<file path="config.mk">
export PLATFORM = sky130hd
export DESIGN_NAME = apb_slave_regs
export DESIGN_NICKNAME = d
export VERILOG_FILES = /design/src/rtl/apb_pkg.sv /design/src/rtl/apb_wait_cnt.sv /design/src/rtl/apb_slave_regs.sv
export SDC_FILE = /design/constraint.sdc
export NUM_CORES = 1
export LEC_CHECK = 0
export BUFFER_PORTS_ARGS = -buffer_cell sky130_fd_sc_hd__buf_4
export CAP_MARGIN = 0
export CORE_MARGIN = 4
export CORE_UTILIZATION = 45
export CTS_CLUSTER_SIZE = 16
export DETAILED_ROUTE_END_ITERATION = 8
export GPL_TIMING_DRIVEN = 1
export PLACE_DENSITY_LB_ADDON = 0.3
export SYNTH_ARGS = -nofsm -noshare
export SYNTH_HDL_FRONTEND = slang
export SYNTH_SLANG_ARGS = --single-unit
</file>
<file path="constraint.sdc">
create_clock -name clock -period 5.4 [get_ports clock]
set_input_delay 0.54 -clock clock [delete_from_list [all_inputs] [get_ports clock]]
set_output_delay 0.54 -clock clock [all_outputs]
set_load 0.03 [all_outputs]
</file>
<file path="src/rtl/apb_pkg.sv">
// Shared types and constants for the APB register slave.
// Holds the FSM state enum and the legal data-width constants.
package apb_pkg;

  typedef enum logic [1:0] {
    IDLE   = 2'd0,
    SETUP  = 2'd1,
    ACCESS = 2'd2
  } apb_state_e;

  localparam int unsigned DW_8  = 8;
  localparam int unsigned DW_16 = 16;
  localparam int unsigned DW_32 = 32;

  // Number of byte-offset address bits for a given data width.
  function automatic int unsigned lane_bits(
    input int unsigned dw
  );
    int unsigned lb;
    lb = 2;
    if (dw == DW_8) lb = 0;
    else if (dw == DW_16) lb = 1;
    else if (dw == DW_32) lb = 2;
    return lb;
  endfunction

endpackage

</file>
<file path="src/rtl/apb_wait_cnt.sv">
// Loadable down-counter for APB access wait states.
// Ports: clock, reset_n, load, dec, load_val[W], zero (count == 0).
module apb_wait_cnt #(
  parameter int W = 1
) (
  input  logic         clock,
  input  logic         reset_n,
  input  logic         load,
  input  logic         dec,
  input  logic [W-1:0] load_val,
  output logic         zero
);

  logic [W-1:0] cnt_q;

  always_ff @(posedge clock or negedge reset_n) begin
    if (!reset_n) begin
      cnt_q <= '0;
    end else if (load) begin
      cnt_q <= load_val;
    end else if (dec && cnt_q != '0) begin
      cnt_q <= cnt_q - W'(1);
    end
  end

  assign zero = (cnt_q == '0);

endmodule

</file>
<file path="src/rtl/apb_slave_regs.sv">
// APB register-file slave with configurable wait states.
// Ports: clock, reset_n, sel, enable, write, addr, wdata -> rdata, ready,
// slverr, regs_q (flattened). Macro APB_SLVERR_EN enables slverr.
module apb_slave_regs
  import apb_pkg::*;
#(
  parameter int ADDR_W      = 32,
  parameter int DATA_W      = 32,
  parameter int NUM_REGS    = 8,
  parameter int WAIT_STATES = 0
) (
  input  logic                       clock,
  input  logic                       reset_n,
  input  logic                       sel,
  input  logic                       enable,
  input  logic                       write,
  input  logic [ADDR_W-1:0]          addr,
  input  logic [DATA_W-1:0]          wdata,
  output logic [DATA_W-1:0]          rdata,
  output logic                       ready,
  output logic                       slverr,
  output logic [NUM_REGS*DATA_W-1:0] regs_q
);

  localparam int LB = int'(lane_bits(DATA_W));
  localparam int CW =
    (WAIT_STATES < 1) ? 1 : $clog2(WAIT_STATES + 1);

  apb_state_e state_q, state_d;

  logic              cap;
  logic              ready_i;
  logic              cnt_zero;
  logic              commit;
  logic              wr_q;
  logic              bad_q;
  logic [ADDR_W-1:0] idx_q;
  logic [DATA_W-1:0] wd_q;
  logic [DATA_W-1:0] hold_q;
  logic [DATA_W-1:0] rd_sel;
  logic [DATA_W-1:0] rd_val;
  logic [ADDR_W-1:0] idx;
  logic              in_rng;
  logic              mis;

  logic [DATA_W-1:0] mem [NUM_REGS];

  assign idx    = addr >> LB;
  assign in_rng =
    ({1'b0, idx} < (ADDR_W+1)'(NUM_REGS));

  if (LB > 0) begin : g_mis
    assign mis = |addr[LB-1:0];
  end else begin : g_nomis
    assign mis = 1'b0;
  end

  apb_wait_cnt #(
    .W (CW)
  ) u_wait (
    .clock    (clock),
    .reset_n  (reset_n),
    .load     (state_q == SETUP),
    .dec      (state_q == ACCESS),
    .load_val (CW'(WAIT_STATES)),
    .zero     (cnt_zero)
  );

  assign ready_i = (state_q == ACCESS) && cnt_zero;
  assign commit  = ready_i && wr_q && !bad_q;

  always_comb begin
    state_d = state_q;
    cap     = 1'b0;
    unique case (state_q)
      IDLE: begin
        // enable without a prior setup phase is ignored
        if (sel && !enable) begin
          state_d = SETUP;
          cap     = 1'b1;
        end
      end
      SETUP: begin
        state_d = ACCESS;
      end
      ACCESS: begin
        if (ready_i) begin
          if (sel && !enable) begin
            state_d = SETUP;
            cap     = 1'b1;
          end else begin
            state_d = IDLE;
          end
        end else if (!sel) begin
          state_d = IDLE;
        end
      end
      default: begin
        state_d = IDLE;
      end
    endcase
  end

  always_comb begin
    rd_sel = '0;
    for (int i = 0; i < NUM_REGS; i++) begin
      if (idx_q == ADDR_W'(i)) rd_sel = mem[i];
    end
    rd_val = bad_q ? '0 : rd_sel;
  end

  // The request is latched at setup because the
  // bus may already carry the next setup phase
  // during our ready cycle.
  always_ff @(posedge clock or negedge reset_n) begin
    if (!reset_n) begin
      state_q <= IDLE;
      wr_q    <= 1'b0;
      bad_q   <= 1'b0;
      idx_q   <= '0;
      wd_q    <= '0;
      hold_q  <= '0;
    end else begin
      state_q <= state_d;
      if (cap) begin
        wr_q  <= write;
        idx_q <= idx;
        bad_q <= mis | !in_rng;
        wd_q  <= wdata;
      end
      if (ready_i) hold_q <= rd_val;
    end
  end

  always_ff @(posedge clock or negedge reset_n) begin
    if (!reset_n) begin
      for (int i = 0; i < NUM_REGS; i++) begin
        mem[i] <= '0;
      end
    end else if (commit) begin
      for (int i = 0; i < NUM_REGS; i++) begin
        if (idx_q == ADDR_W'(i)) mem[i] <= wd_q;
      end
    end
  end

  for (genvar g = 0; g < NUM_REGS; g++) begin : g_flat
    assign regs_q[g*DATA_W +: DATA_W] = mem[g];
  end

  // Outputs come only from registered state.
  assign ready = ready_i;
  assign rdata = ready_i ? rd_val : hold_q;

`ifdef APB_SLVERR_EN
  assign slverr = ready_i & bad_q;
`else
  assign slverr = 1'b0;
`endif

endmodule

</file>
==> results of run 1 <==
-- cell families after synthesis --
kind of cell / Yosys count / share of synthesized area, %
compound gates: 112 / 4.754
buf+inv: 73 / 2.304
flops: 355 / 57.40
mux: 389 / 30.35
other cells: 1 / 0.02423
simple gates: 154 / 5.174
-- worst max-delay path: stages, from the launching register on --
cell     delay [ns]
dfrtp_1        0.42
nor4b_2        0.52
nand4_1        0.67
or2_2          0.87
o31ai_1        0.47
buf_4          0.23
-- synthesized netlist by cell type --
master    count  area share [%]
dfrtp_1     355              57
mux2_2      269              20
mux2_1       73             5.3
nor2_1       52             1.3
nand2_1      38            0.92
clkbuf_1     33            0.80
mux4_2       30             4.4
buf_2        27            0.87
o31ai_1      26             1.3
a21o_1       23             1.1
o22ai_1      23            0.93
o21ai_0      19            0.61
mux2i_1      17             1.1
a21oi_1      13            0.42
nor4_1       12            0.49
nand3_1       9            0.29
nor2b_1       8            0.32
buf_6         6            0.44
nor3_2        6            0.39
or2_2         6            0.24
a211oi_1      5            0.24
nand2b_1      5            0.20
nand4_1       4            0.16
buf_1         3           0.073
nand3b_1      3            0.15
o221ai_1      3            0.17
inv_1         2           0.049
nor3_1        2           0.065
nor4_4        2            0.27
or2_1         2           0.081
and3_1        1           0.040
buf_4         1           0.049
clkinv_1      1           0.024
conb_1        1           0.024
nand4_2       1           0.081
nor4b_2       1           0.097
or3b_1        1           0.057
or3b_2        1           0.057
-- metal layers --
layer  global-route usage (%)  vias to the layer above  share of wire (%)
met2                    39.96                      358                 48
met1                    33.51                     5571                 43
li1                         -                     4657                  -
met3                    5.671                       75                6.7
met4                    5.953                        0                2.2
met5                        0                        -                  0
-- flip-flops by register name, summed over array words and instances, names as in the netlist --
register      flops
state_q           2
u_wait.cnt_q      1
bad_q             1
regs_q          256
wr_q              1
hold_q           32
idx_q            30
wd_q             32
-- per-stage QoR --
stage | worst slack, ns | cells
after floorplan | 2.304 | 1084
after global placement | 1.849 | 1836
after detailed placement | 1.670 | 1836
after CTS | 1.128 | 1907
after global routing | 0.9342 | 1907
final | 1.160 | 1907
-- how the worst min path moves through the flow --
stage          startpoint    endpoint  slack [ns]  cells after the start
2_1_floorplan     reset_n       bad_q        0.24                      0
3_3_place_gp   hold_q[25]  hold_q[25]        0.46                      2
3_5_place_dp   hold_q[25]  hold_q[25]        0.47                      2
4_1_cts           reset_n  regs_q[89]        0.09                      1
5_1_grt           reset_n  regs_q[89]        0.11                      1
6_report          reset_n  regs_q[89]        0.04                      1
-- cell usage in the layout (no fill, tap or decap), types with 17 or more instances in the layout --
master and n:
o22ai_1 23, mux2_1 73, mux4_2 30, nor2_1 52, clkbuf_16 41, dfrtp_1 352, buf_4 371, o31ai_1 26
mux2_2 269, nand2_1 38, mux2i_1 17, o21ai_0 19, a21o_1 23
-- final cells by class --
type                            count  area, um^2  share of cell area [%]
Sequential cell                   355        8895                   44.79
Clock buffer                       64        1232                   6.206
Inverter                            3       11.26                 0.05670
Clock inverter                      7       35.03                  0.1764
Multi-Input combinational cell    656        6285                   31.65
Tap cell                          448       560.5                   2.823
Timing Repair Buffer              374        2840                   14.30
-- power breakdown --
part           leakage, nW  switching [mW]  internal [mW]
clock network        0.632            1.05           1.56
logic                 4.80           0.292          0.242
registers             4.82           0.195           2.75
total                 10.2            1.54           4.55
==> metrics.yaml, run 1 <==
outcome:
  outcome: "finished, final reports clean"
critical_path:
  cp.arrival_ns: 3.70
  crit_path_end: "rdata[20]"
  critPathCaptureType: "output port"
  r2r_end: "regs_q[213]"
  r2r_slack_ns: 1.84
  r2r-start: "state_q[0]"
  startpoint: "state_q[0]"
  cp-start-kind: "flip-flop"
  r2r.worst_path.cells: 5
  path_class: "flip-flop to output port"
  worstPathMaxFanout: 29
  crit_required_ns: 4.86
logic_synthesis:
  yosys_warnings: 0
  synth_area_um2: 15480
  synth_nets: 1153
  ys_types: 38
  postSynthCellCount: 1084
  ys_seq_area_share_pct: 57.40
  syn_avg_cell_area_um2: 14.28
  synth-seq-cells: 355
global_routing:
  grt_usage_pct: 24.45
  grt_start_max_net_pins: 158
  grt_pass1_vias: 11430
  grt_overflow: 0
  grt_pass1_wl_um: 72200
  antenna_found_initial: 0
sta:
  setup_viol: 0
  slew_violations: 0
  whs_ns: 0.04275
  rsz0062_at_grt: "false"
  setup_tns_ns: 0
  skew_ns: 0.007034
  timing.fmax_mhz: 235.8
  tightest_slew_ns: 1.064
  slew_headroom_pct: 29.06
  period_needed_ns: 4.240
  final.period_utilization_pct: 78.53
  finalHoldViolCount: 0
clock_tree:
  cts_max_path_buffers: 3
  postCtsResizedCells: 0
  cts_buffers: 40
  insertion_delay_ns: 0.51
  clkSinkCount: 355
  cts-root-buf: "clkbuf_16"
  post_cts_buffers: 0
  tritoncts: "yes"
  cts_hold_buffers: 0
  clk_pin_slew_ns: 0.06
  ctsHtreeMaxLevel: 2
final_layout:
  fillers: 2760
  area_growth_pct: 28.31
  fin_nets: 1499
  final_util_pct: 58.93
  drive_above_1_share_pct: 51.88
  antenna_cells: 0
  stdcell_area_um2: 19860
place:
  port_buffers: 357
  placed_cell_area_um2: 18590
  hpwl_um: 30250
  finalWeightedCongestion: 0.8012
power_and_ir_drop:
  power_density_nw_per_um2: 306.2
  power_mw: 6.082
  p_leak_nw: 10.25
  vdd_drop_max_mv: 0.2715
detailed_routing:
  drtPass1Iterations: 5
  drc_errors: 0
  antenna_left: 0
  vias: 10660
  wl_um: 46440
  avgRoutedWirePerCell_um: 24.35
  drt_iter0_drc: 547
  vias_per_cell: 5.590
die:
  row_count: 67
  fp.dieW_um: 193.5
  core-area_um2: 33700
  ios: 359
  dieHeight_um: 193.5
  start_util_pct: 45.93
  dieArea_um2: 37420
worst_hold_path:
  hold_path.class: "primary input to asynchronous set/reset pin"
job:
  drv_cap: 0
Note: power is estimated with default switching activity, not from simulation.
==> run 2: changes to the inputs <==
- ABC_AREA: not set -> 1
- clock period: 5.4 -> 4.35 ns (I/O delays scaled with it)
==> metrics.yaml, run 2 <==
die:
  dieHeight_um: 192.9
  start_util_pct: 45.77
  dieArea_um2: 37220
  row_count: 67
  fp.dieW_um: 192.9
  core-area_um2: 33620
  ios: 359
critical_path:
  path_class: "flip-flop to output port"
  r2r.worst_path.cells: 11
  cp.arrival_ns: 3.58
  crit_family: "simple AND/OR/NAND/NOR gates"
  slowest_delay_ns: 0.66
  crit_required_ns: 3.91
  startpoint: "idx_q[21]"
  critical_path.slowest_cell: "inv_2"
  r2r-start: "idx_q[21]"
  critPathMostFrequentCell: "nand2_1"
  cp.buffers_inverters: 2
  cp_cell_sequence: "nor2_1 -> nand2_1 -> nor2_1 -> nand2_2 -> nor2_8 -> nand2_4 -> inv_2 -> nand2_1 -> nand4_1 -> nand2_1 -> nand2_1 -> nand3_1 -> nand2_1 -> buf_4"
  worstPathMaxFanout: 25
  r2r_end: "regs_q[139]"
  critPathCaptureType: "output port"
  r2r_slack_ns: 0.77
  cp-start-kind: "flip-flop"
detailed_routing:
  drc_errors: 0
  drtPass1Iterations: 5
  wl_um: 52600
  avgRoutedWirePerCell_um: 19.80
  drt_iter0_drc: 1086
  vias: 13910
  antenna_left: 0
  vias_per_cell: 5.239
clock_tree:
  clkSinkCount: 355
  tritoncts: "yes"
  cts_buffers: 38
  cts_hold_buffers: 0
  ctsHtreeMaxLevel: 2
  post_cts_buffers: 0
  clk_pin_slew_ns: 0.06
  postCtsResizedCells: 0
  cts-root-buf: "clkbuf_16"
  insertion_delay_ns: 0.52
  cts_max_path_buffers: 3
sta:
  skew_ns: 0.01128
  period_needed_ns: 4.010
  timing.fmax_mhz: 249.3
  slew_headroom_pct: 31.64
  setup_viol: 0
  final.period_utilization_pct: 92.19
  finalHoldViolCount: 3
  slew_violations: 0
  setup_tns_ns: 0
  tightest_slew_ns: 1.023
  final.setup.worst_slack_ns: 0.3395
  rsz0062_at_grt: "false"
  whs_ns: -0.01879
place:
  dp_cells: 2586
  dpl_worst_slack_ns: 0.7874
  finalWeightedCongestion: 0.8587
  port_buffers: 357
  hpwl_um: 35200
logic_synthesis:
  synthFlopType: "dfrtp_1"
  syn_avg_cell_area_um2: 8.313
  muxShareOfSynthArea_pct: 0
  ys_top_cells_by_area: "dfrtp_1 (58%), nand2_1 (18%), o21ai_0 (8.2%)"
  postSynthCellCount: 1851
  synth-compound-area-share_pct: 10.89
  synth_fa_ha_area_share_pct: 0
  post-synth-top-area-cell: "dfrtp_1"
  synth_top_family_by_area: "simple AND/OR/NAND/NOR gates"
  synth_edf_count: 0
  synth_area_um2: 15390
  yosys.area_share.simple_pct: 25.05
  synth_nets: 1920
  ys_types: 33
  yosysMostFrequentCell: "nand2_1"
  synth-xor-area-share_pct: 0
  async_flop_share_pct: 100.0
  yosys_warnings: 0
  netlist.area_leader.share_pct: 57.73
  synth-seq-cells: 355
  ys_seq_area_share_pct: 57.73
  synth_commonest_cells: "nand2_1 (718), dfrtp_1 (355), o21ai_0 (251)"
global_routing:
  grt_overflow: 0
  grt_start_max_net_pins: 110
  grt_pass1_wl_um: 79410
  grt_pass1_vias: 13460
  grt_usage_pct: 27.74
  antenna_found_initial: 0
final_layout:
  area_growth_pct: 28.66
  fin_nets: 2247
  drive_above_1_share_pct: 21.83
  antenna_cells: 0
  final_cell_mix: "nand2_1 (717), buf_4 (373), dfrtp_1 (355), o21ai_0 (251), inv_1 (141)"
  stdcell_count: 2656
  largest_reg_flops: 256
  final_common_cell: "nand2_1"
worst_hold_path:
  hold_path.class: "primary input to asynchronous set/reset pin"
power_and_ir_drop:
  power_mw: 7.250
  power_density_nw_per_um2: 366.2
  p_leak_nw: 10.33
  vdd_drop_max_mv: 0.2549
outcome:
  violations: "negative hold slack"
  outcome: "finished with violations"
job:
  drv_cap: 0
-- run 2: changes by cell type in the layout (fill, tap and decap cells not counted), moves of 28 or more --
cell     change
inv_1      +139
mux2_1      -73
mux2_2     -269
mux4_2      -30
nand2_1    +679
nand3_1     +36
nand4_1     +28
o21ai_0    +232
o21ai_1     +82
-- run 2: cell type report --
class	count	area, um^2
Clock buffer	59	1194
Timing Repair Buffer	379	2915
Inverter	149	563.0
Fill cell	3004	13820
Sequential cell	355	8884
Tap cell	448	560.5
Multi-Input combinational cell	1255	5549
Clock inverter	11	132.6
-- run 2: logic make-up after synthesis --
family          Yosys count
simple gates            920
flops                   355
compound gates          334
buf+inv                 241
other cells               1
-- run 2: routing by layer --
layer	vias to the layer above	wire length, um	GRT usage [%]
met4	0	2013	9.831
met5	-	0	0
met2	574	24400	44.25
li1	6539	-	-
met3	113	3948	5.300
met1	6688	22240	38.30
-- run 2: worst max-delay path by stage --
stage | endpoint | slack (ns) | cells after the start
2_1_floorplan | rdata[25] | 1.96 | 12
3_3_place_gp | regs_q[135] | 0.87 | 11
3_5_place_dp | regs_q[139] | 0.79 | 11
4_1_cts | rdata[0] | 0.34 | 16
5_1_grt | rdata[13] | 0.1 | 16
6_report | rdata[15] | 0.34 | 14
-- run 2: where the power goes --
group / internal, mW / switching (mW)
clock: 2.07 / 1.32
sequential: 3.39 / 0.0402
combinational: 0.108 / 0.321
total: 5.57 / 1.68
-- run 2: through the flow --
stage	hold slack (ns)	cell area (um^2)	util, %
2_1_floorplan	0.1394	15390	-
6_report	-0.01879	19800	58.89
4_1_cts	0.03269	19800	58.89
3_3_place_gp	0.4587	18470	54.95
3_5_place_dp	0.4643	18470	54.95
5_1_grt	0.05962	19800	58.89
